[src/rtl/router_pkg.sv]
// Shared router definitions: default port geometry, flit-type encoding and
// the per-output allocation state.
package router_pkg;

  localparam int NUM_PORTS_DEF = 4;
  localparam int DEST_BITS_DEF = 2;

  // Flit type as seen on the {head, tail} marker bits of a flit.
  typedef enum logic [1:0] {
    BODY   = 2'b00,
    TAIL   = 2'b01,
    HEAD   = 2'b10,
    SINGLE = 2'b11
  } flit_type_e;

  // Per-output allocation state.
  typedef enum logic {
    OUT_IDLE   = 1'b0,
    OUT_LOCKED = 1'b1
  } out_state_e;

  function automatic flit_type_e flit_type(input logic head, input logic tail);
    return flit_type_e'({head, tail});
  endfunction

endpackage

[src/rtl/rr_arbiter.sv]
// Combinational round-robin pick: first set request scanning upward from
// ptr, wrapping modulo N. Holds no state; the pointer lives in the parent.
module rr_arbiter #(
  parameter int N     = 4,
  parameter int IDX_W = 2
) (
  input  logic [N-1:0]     req,
  input  logic [IDX_W-1:0] ptr,
  output logic             gnt_valid,
  output logic [IDX_W-1:0] gnt_idx
);

  logic [2*N-1:0] req_dbl;
  logic [2*N-1:0] req_rot;

  // Rotate the request vector so that bit 0 is the request at ptr.
  always_comb begin
    req_dbl = {req, req};
    req_rot = req_dbl >> ptr;
  end

  // Lowest set bit of the rotated vector, mapped back to an input index.
  always_comb begin
    int sum;
    gnt_valid = 1'b0;
    gnt_idx   = '0;
    sum       = 0;
    for (int k = 0; k < N; k++) begin
      if (!gnt_valid && req_rot[k]) begin
        gnt_valid = 1'b1;
        sum       = int'(ptr) + k;
        if (sum >= N) sum = sum - N;
        gnt_idx   = IDX_W'(sum);
      end
    end
  end

endmodule

[src/rtl/wormhole_switch_allocator.sv]
// Wormhole switch allocator. Each output port owns an IDLE/LOCKED FSM, an
// owner register (the input holding the output for the current packet) and
// a round-robin pointer. An output locks onto a head flit, forwards flits
// from its owner whenever the owner has data and downstream is ready, and
// releases on the transferred tail flit.
//
// Handshake: a flit moves from input i to output o in a cycle exactly when
// out_valid[o] and out_ready[o] are both high; grant_rd[i] is asserted in
// that same cycle and pops input FIFO i at the next rising edge. out_valid
// does not depend on out_ready.
module wormhole_switch_allocator
  import router_pkg::*;
#(
  parameter int NUM_PORTS = NUM_PORTS_DEF,
  parameter int DEST_BITS = DEST_BITS_DEF
) (
  input  logic                           clk,
  input  logic                           rst_n,
  input  logic [NUM_PORTS-1:0]           req_valid,
  input  logic [NUM_PORTS*DEST_BITS-1:0] req_dest,
  input  logic [NUM_PORTS-1:0]           req_head,
  input  logic [NUM_PORTS-1:0]           req_tail,
  input  logic [NUM_PORTS-1:0]           out_ready,
  output logic [NUM_PORTS-1:0]           grant_rd,
  output logic [NUM_PORTS*DEST_BITS-1:0] out_sel,
  output logic [NUM_PORTS-1:0]           out_valid,
  output logic [NUM_PORTS-1:0]           out_locked
);

  out_state_e           state_q [NUM_PORTS];
  logic [DEST_BITS-1:0] owner_q [NUM_PORTS];
  logic [DEST_BITS-1:0] rr_q    [NUM_PORTS];

  logic [NUM_PORTS-1:0] is_head;
  logic [NUM_PORTS-1:0] is_tail;
  logic [NUM_PORTS-1:0] locked;
  logic [NUM_PORTS-1:0] owned;
  logic [NUM_PORTS-1:0] cand [NUM_PORTS];
  logic [NUM_PORTS-1:0] win_valid;
  logic [DEST_BITS-1:0] win_idx [NUM_PORTS];
  logic [NUM_PORTS-1:0] own_valid;
  logic [NUM_PORTS-1:0] own_tail;
  logic [NUM_PORTS-1:0] xfer;

  function automatic logic [DEST_BITS-1:0] next_ptr(input logic [DEST_BITS-1:0] idx);
    if (idx == DEST_BITS'(NUM_PORTS - 1)) return '0;
    return idx + 1'b1;
  endfunction

  // Decode the front-flit markers into head/tail qualifiers.
  always_comb begin
    is_head = '0;
    is_tail = '0;
    for (int i = 0; i < NUM_PORTS; i++) begin
      is_head[i] = (flit_type(req_head[i], req_tail[i]) == HEAD) ||
                   (flit_type(req_head[i], req_tail[i]) == SINGLE);
      is_tail[i] = (flit_type(req_head[i], req_tail[i]) == TAIL) ||
                   (flit_type(req_head[i], req_tail[i]) == SINGLE);
    end
  end

  // Inputs currently held by some locked output; they may not start a new
  // packet elsewhere, which keeps simultaneous wins disjoint.
  always_comb begin
    owned = '0;
    for (int o = 0; o < NUM_PORTS; o++) begin
      locked[o] = (state_q[o] == OUT_LOCKED);
      for (int i = 0; i < NUM_PORTS; i++) begin
        if (locked[o] && owner_q[o] == DEST_BITS'(i)) owned[i] = 1'b1;
      end
    end
  end

  // Head flits addressed to each output from inputs that are free.
  always_comb begin
    for (int o = 0; o < NUM_PORTS; o++) begin
      cand[o] = '0;
      for (int i = 0; i < NUM_PORTS; i++) begin
        cand[o][i] = req_valid[i] && is_head[i] && !owned[i] &&
                     (req_dest[i*DEST_BITS +: DEST_BITS] == DEST_BITS'(o));
      end
    end
  end

  for (genvar o = 0; o < NUM_PORTS; o++) begin : g_arb
    rr_arbiter #(
      .N     (NUM_PORTS),
      .IDX_W (DEST_BITS)
    ) u_rr_arbiter (
      .req       (cand[o]),
      .ptr       (rr_q[o]),
      .gnt_valid (win_valid[o]),
      .gnt_idx   (win_idx[o])
    );
  end

  // Owner-side view per output: owner's data presence, tail flag, transfer.
  always_comb begin
    own_valid = '0;
    own_tail  = '0;
    xfer      = '0;
    for (int o = 0; o < NUM_PORTS; o++) begin
      for (int i = 0; i < NUM_PORTS; i++) begin
        if (owner_q[o] == DEST_BITS'(i)) begin
          own_valid[o] = req_valid[i];
          own_tail[o]  = is_tail[i];
        end
      end
      xfer[o] = locked[o] && own_valid[o] && out_ready[o];
    end
  end

  // Outputs; reset forces the strobes low even before the first edge.
  always_comb begin
    grant_rd   = '0;
    out_valid  = '0;
    out_locked = '0;
    out_sel    = '0;
    for (int o = 0; o < NUM_PORTS; o++) begin
      out_sel[o*DEST_BITS +: DEST_BITS] = owner_q[o];
      out_locked[o] = rst_n && locked[o];
      out_valid[o]  = rst_n && locked[o] && own_valid[o];
      for (int i = 0; i < NUM_PORTS; i++) begin
        if (rst_n && xfer[o] && owner_q[o] == DEST_BITS'(i)) grant_rd[i] = 1'b1;
      end
    end
  end

  // Per-output FSM: lock on an arbitration win, release after the tail moves.
  always_ff @(posedge clk) begin
    if (!rst_n) begin
      for (int o = 0; o < NUM_PORTS; o++) begin
        state_q[o] <= OUT_IDLE;
        owner_q[o] <= '0;
        rr_q[o]    <= '0;
      end
    end else begin
      for (int o = 0; o < NUM_PORTS; o++) begin
        case (state_q[o])
          OUT_IDLE: begin
            if (win_valid[o]) begin
              state_q[o] <= OUT_LOCKED;
              owner_q[o] <= win_idx[o];
              rr_q[o]    <= next_ptr(win_idx[o]);
            end
          end
          OUT_LOCKED: begin
            if (xfer[o] && own_tail[o]) state_q[o] <= OUT_IDLE;
          end
          default: state_q[o] <= OUT_IDLE;
        endcase
      end
    end
  end

endmodule
[config.mk]
export PLATFORM = sky130hd
export DESIGN_NAME = wormhole_switch_allocator
export DESIGN_NICKNAME = d
export VERILOG_FILES = /design/src/rtl/router_pkg.sv /design/src/rtl/rr_arbiter.sv /design/src/rtl/wormhole_switch_allocator.sv
export SDC_FILE = /design/constraint.sdc
export NUM_CORES = 1
export LEC_CHECK = 0
export ABC_AREA = 0
export BUFFER_PORTS_ARGS = -buffer_cell sky130_fd_sc_hd__buf_4
export CORE_MARGIN = 2
export CORE_UTILIZATION = 50
export CTS_CLUSTER_DIAMETER = 30
export DETAILED_ROUTE_END_ITERATION = 6
export PLACE_DENSITY = 0.75
export SYNTH_ARGS = -nofsm -noshare
export SYNTH_HDL_FRONTEND = slang
export SYNTH_SLANG_ARGS = --single-unit
[constraint.sdc]
create_clock -name clk -period 6.3 [get_ports clk]
set_input_delay 0.63 -clock clk [delete_from_list [all_inputs] [get_ports clk]]
set_output_delay 0.63 -clock clk [all_outputs]
set_load 0.005 [all_outputs]
==> reports/results.tsv <==
metric	value	unit
status	finished clean	
worst_r2r_path_depth	7	
die-area	4550	µm²
antenna_cells	0	
synthTopCellsByArea	edfxtp_1 25%, mux4_2 6.7%, nor3b_1 5.2%	
synth_common_cells	21 x nand2_1, 17 x edfxtp_1, 17 x nor2_1	
die_w	67.4	µm
relSlewSlack	57.4	%
cts_tree	built	
async_flop_share	0	%
r2r-start	owner_q[3][1]	
num-nets-final	291	
final.period_utilization	48.2	%
rsz0062_at_grt	false	
finalWeightedCongestion	0.883	
clk_latency	0.26	ns
total_power	0.392	mW
path_class	flop to primary output	
power.density	164	nW/µm²
grt_pass1_vias	1785	
drive_above_1_share	25.8	%
initial_core_util	51.0	%
grt_pass1_wl	8780	µm
synth.cell_area	2010	µm²
fmax	0.330	GHz
ys_seq_elements	20	
cts_buffer_depth	2	
clock_skew	0.00163	ns
antenna_found_initial	0	
core-area	3940	µm²
drt-total-wl	5660	µm
worstPathArrival	2.40	ns
clock_sinks	20	
post_drt_wl_per_cell	18.2	µm
dp_hpwl	4400	µm
cts_resized	0	
vias_per_cell	6.46	
vias	2002	
ys.warnings.count	0	
track_usage	26.0	%
holdPathEnd	state_q[2]	
synthesis.nets	249	
fin_cells	310	
cts.htree.levels	1	
drc	0	
clk_pin_slew	0.08	ns
syn_avg_cell_area	9.19	µm²
drtPass1Iterations	4	
critPathMaxFanout	9	
synth_seq_area_share	28.4	%
drtIter0Drc	110	
post_cts_buffers	0	
numPortBuffers	45	
synth_top_area_share	25.4	%
tightestPinTransition	0.636	ns
placedCellCount	306	
cts_buffers	3	
grt.overflow.total	0	
ctsRootBufferMaster	clkbuf_8	
critPathCaptureType	primary output	
peakVddDrop	126	µV
finalSetupViolCount	0	
finalInstanceArea	2390	µm²
synth.distinct_cells	61	
hold_class	flop to flop	
fin_crit	3.03	ns
synth_edf_count	17	
critPathRequiredTime	5.67	ns
rows	23	
timing.rr.end	rr_q[3][1]	
r2r_slack	3.48	ns
cp-start-kind	flop	
post-synth-top-count-cell	nand2_1	
area_growth	19.0	%
yosysTopAreaCell	edfxtp_1	
p_leak	0.965	nW
hp-start	state_q[2]	
final-hold-violation-count	0	
holdBufCountCts	0	
maxSlewViolCount	0	
synthCells	219	
cap_viol_max_count	0	
setup-tns-final	0	ns
postRouteAntennaNets	0	
grt_start_max_net_pins	17	
fp.dieH	67.4	µm
placed_area	2340	µm²
ys.flop_type	edfxtp_1	
ios	46	
hold_depth	2	
metal layers:
metal / share of wire [%] / global-route usage (%) / vias to the layer above
li1: - / - / 945
met1: 44 / 35.7 / 974
met2: 50 / 42.5 / 71
met3: 5.0 / 4.00 / 12
met4: 1.9 / 7.14 / 0
met5: 0 / 0 / -
report_power, final:
part           total, mW  internal [mW]  switching, mW  leakage (nW)
clock              0.104         0.0557         0.0480        0.0288
combinational      0.109         0.0552         0.0542         0.732
sequential         0.179          0.156         0.0223         0.204
layout by cell type, fill, tap and decap left out, types with 4 or more instances in the layout:
master / instances
buf_4: 45
nand2_1: 21
nor2_1: 17
edfxtp_1: 17
nor3b_1: 14
nor3_1: 12
inv_1: 10
a21oi_1: 10
and2_1: 9
nand3_1: 8
o21ai_0: 6
nand4_1: 6
mux4_2: 6
nand3b_1: 4
and3_1: 4
ha_1: 4
clkbuf_8: 4
worst max-delay path, stage by stage, from the launching register on:
cell	delay [ns]
edfxtp_1	0.59
mux4_2	0.57
and2_1	0.18
nand2_1	0.14
nor2_1	0.08
a221oi_1	0.34
nand2_1	0.10
buf_4	0.14
sequential cells by signal, indices dropped and copies added, names as in the netlist:
register,flops
owner_q,8
state_q,4
rr_q,8
cells by family (layout without fill, tap and decap cells):
kind of cell               count (synthesis)  count (layout)  share of synthesized area (%)
muxes                                      8               8                           9.33
AOI/OAI and AO/OA                         48              48                           18.8
adders and majority gates                  4               4                           2.49
and+or+nand+nor                          121             121                           35.4
buffers and inverters                     18              59                           5.53
DFF                                       20              20                           28.4
worst max-delay path by stage:
stage | start | to
floorplan | owner_q[0][1] | rr_q[0][1]
global placement | req_valid[1] | grant_rd[1]
detailed placement | req_valid[3] | grant_rd[1]
CTS | owner_q[1][1] | grant_rd[1]
global route | owner_q[1][1] | grant_rd[1]
finish | owner_q[1][1] | grant_rd[1]
cell type report:
class	instances	area, µm²
timing repair buffer	45	338
multi-input combinational	181	1330
inverter	10	37.5
tap	50	62.6
fill	356	1550
sequential	20	571
clock buffer	4	55.1
stage by stage:
stage | util, % | worst slack, ns | hold WS, ns
after floorplan | - | 3.76 | 0.525
after global placement | 59.3 | 3.45 | 0.644
after detailed placement | 59.3 | 3.47 | 0.641
after CTS | 60.7 | 3.28 | 0.656
after global routing | 60.7 | 3.14 | 0.669
final | 60.7 | 3.27 | 0.663
No activity file was read; power rests on OpenSTA's default activity.
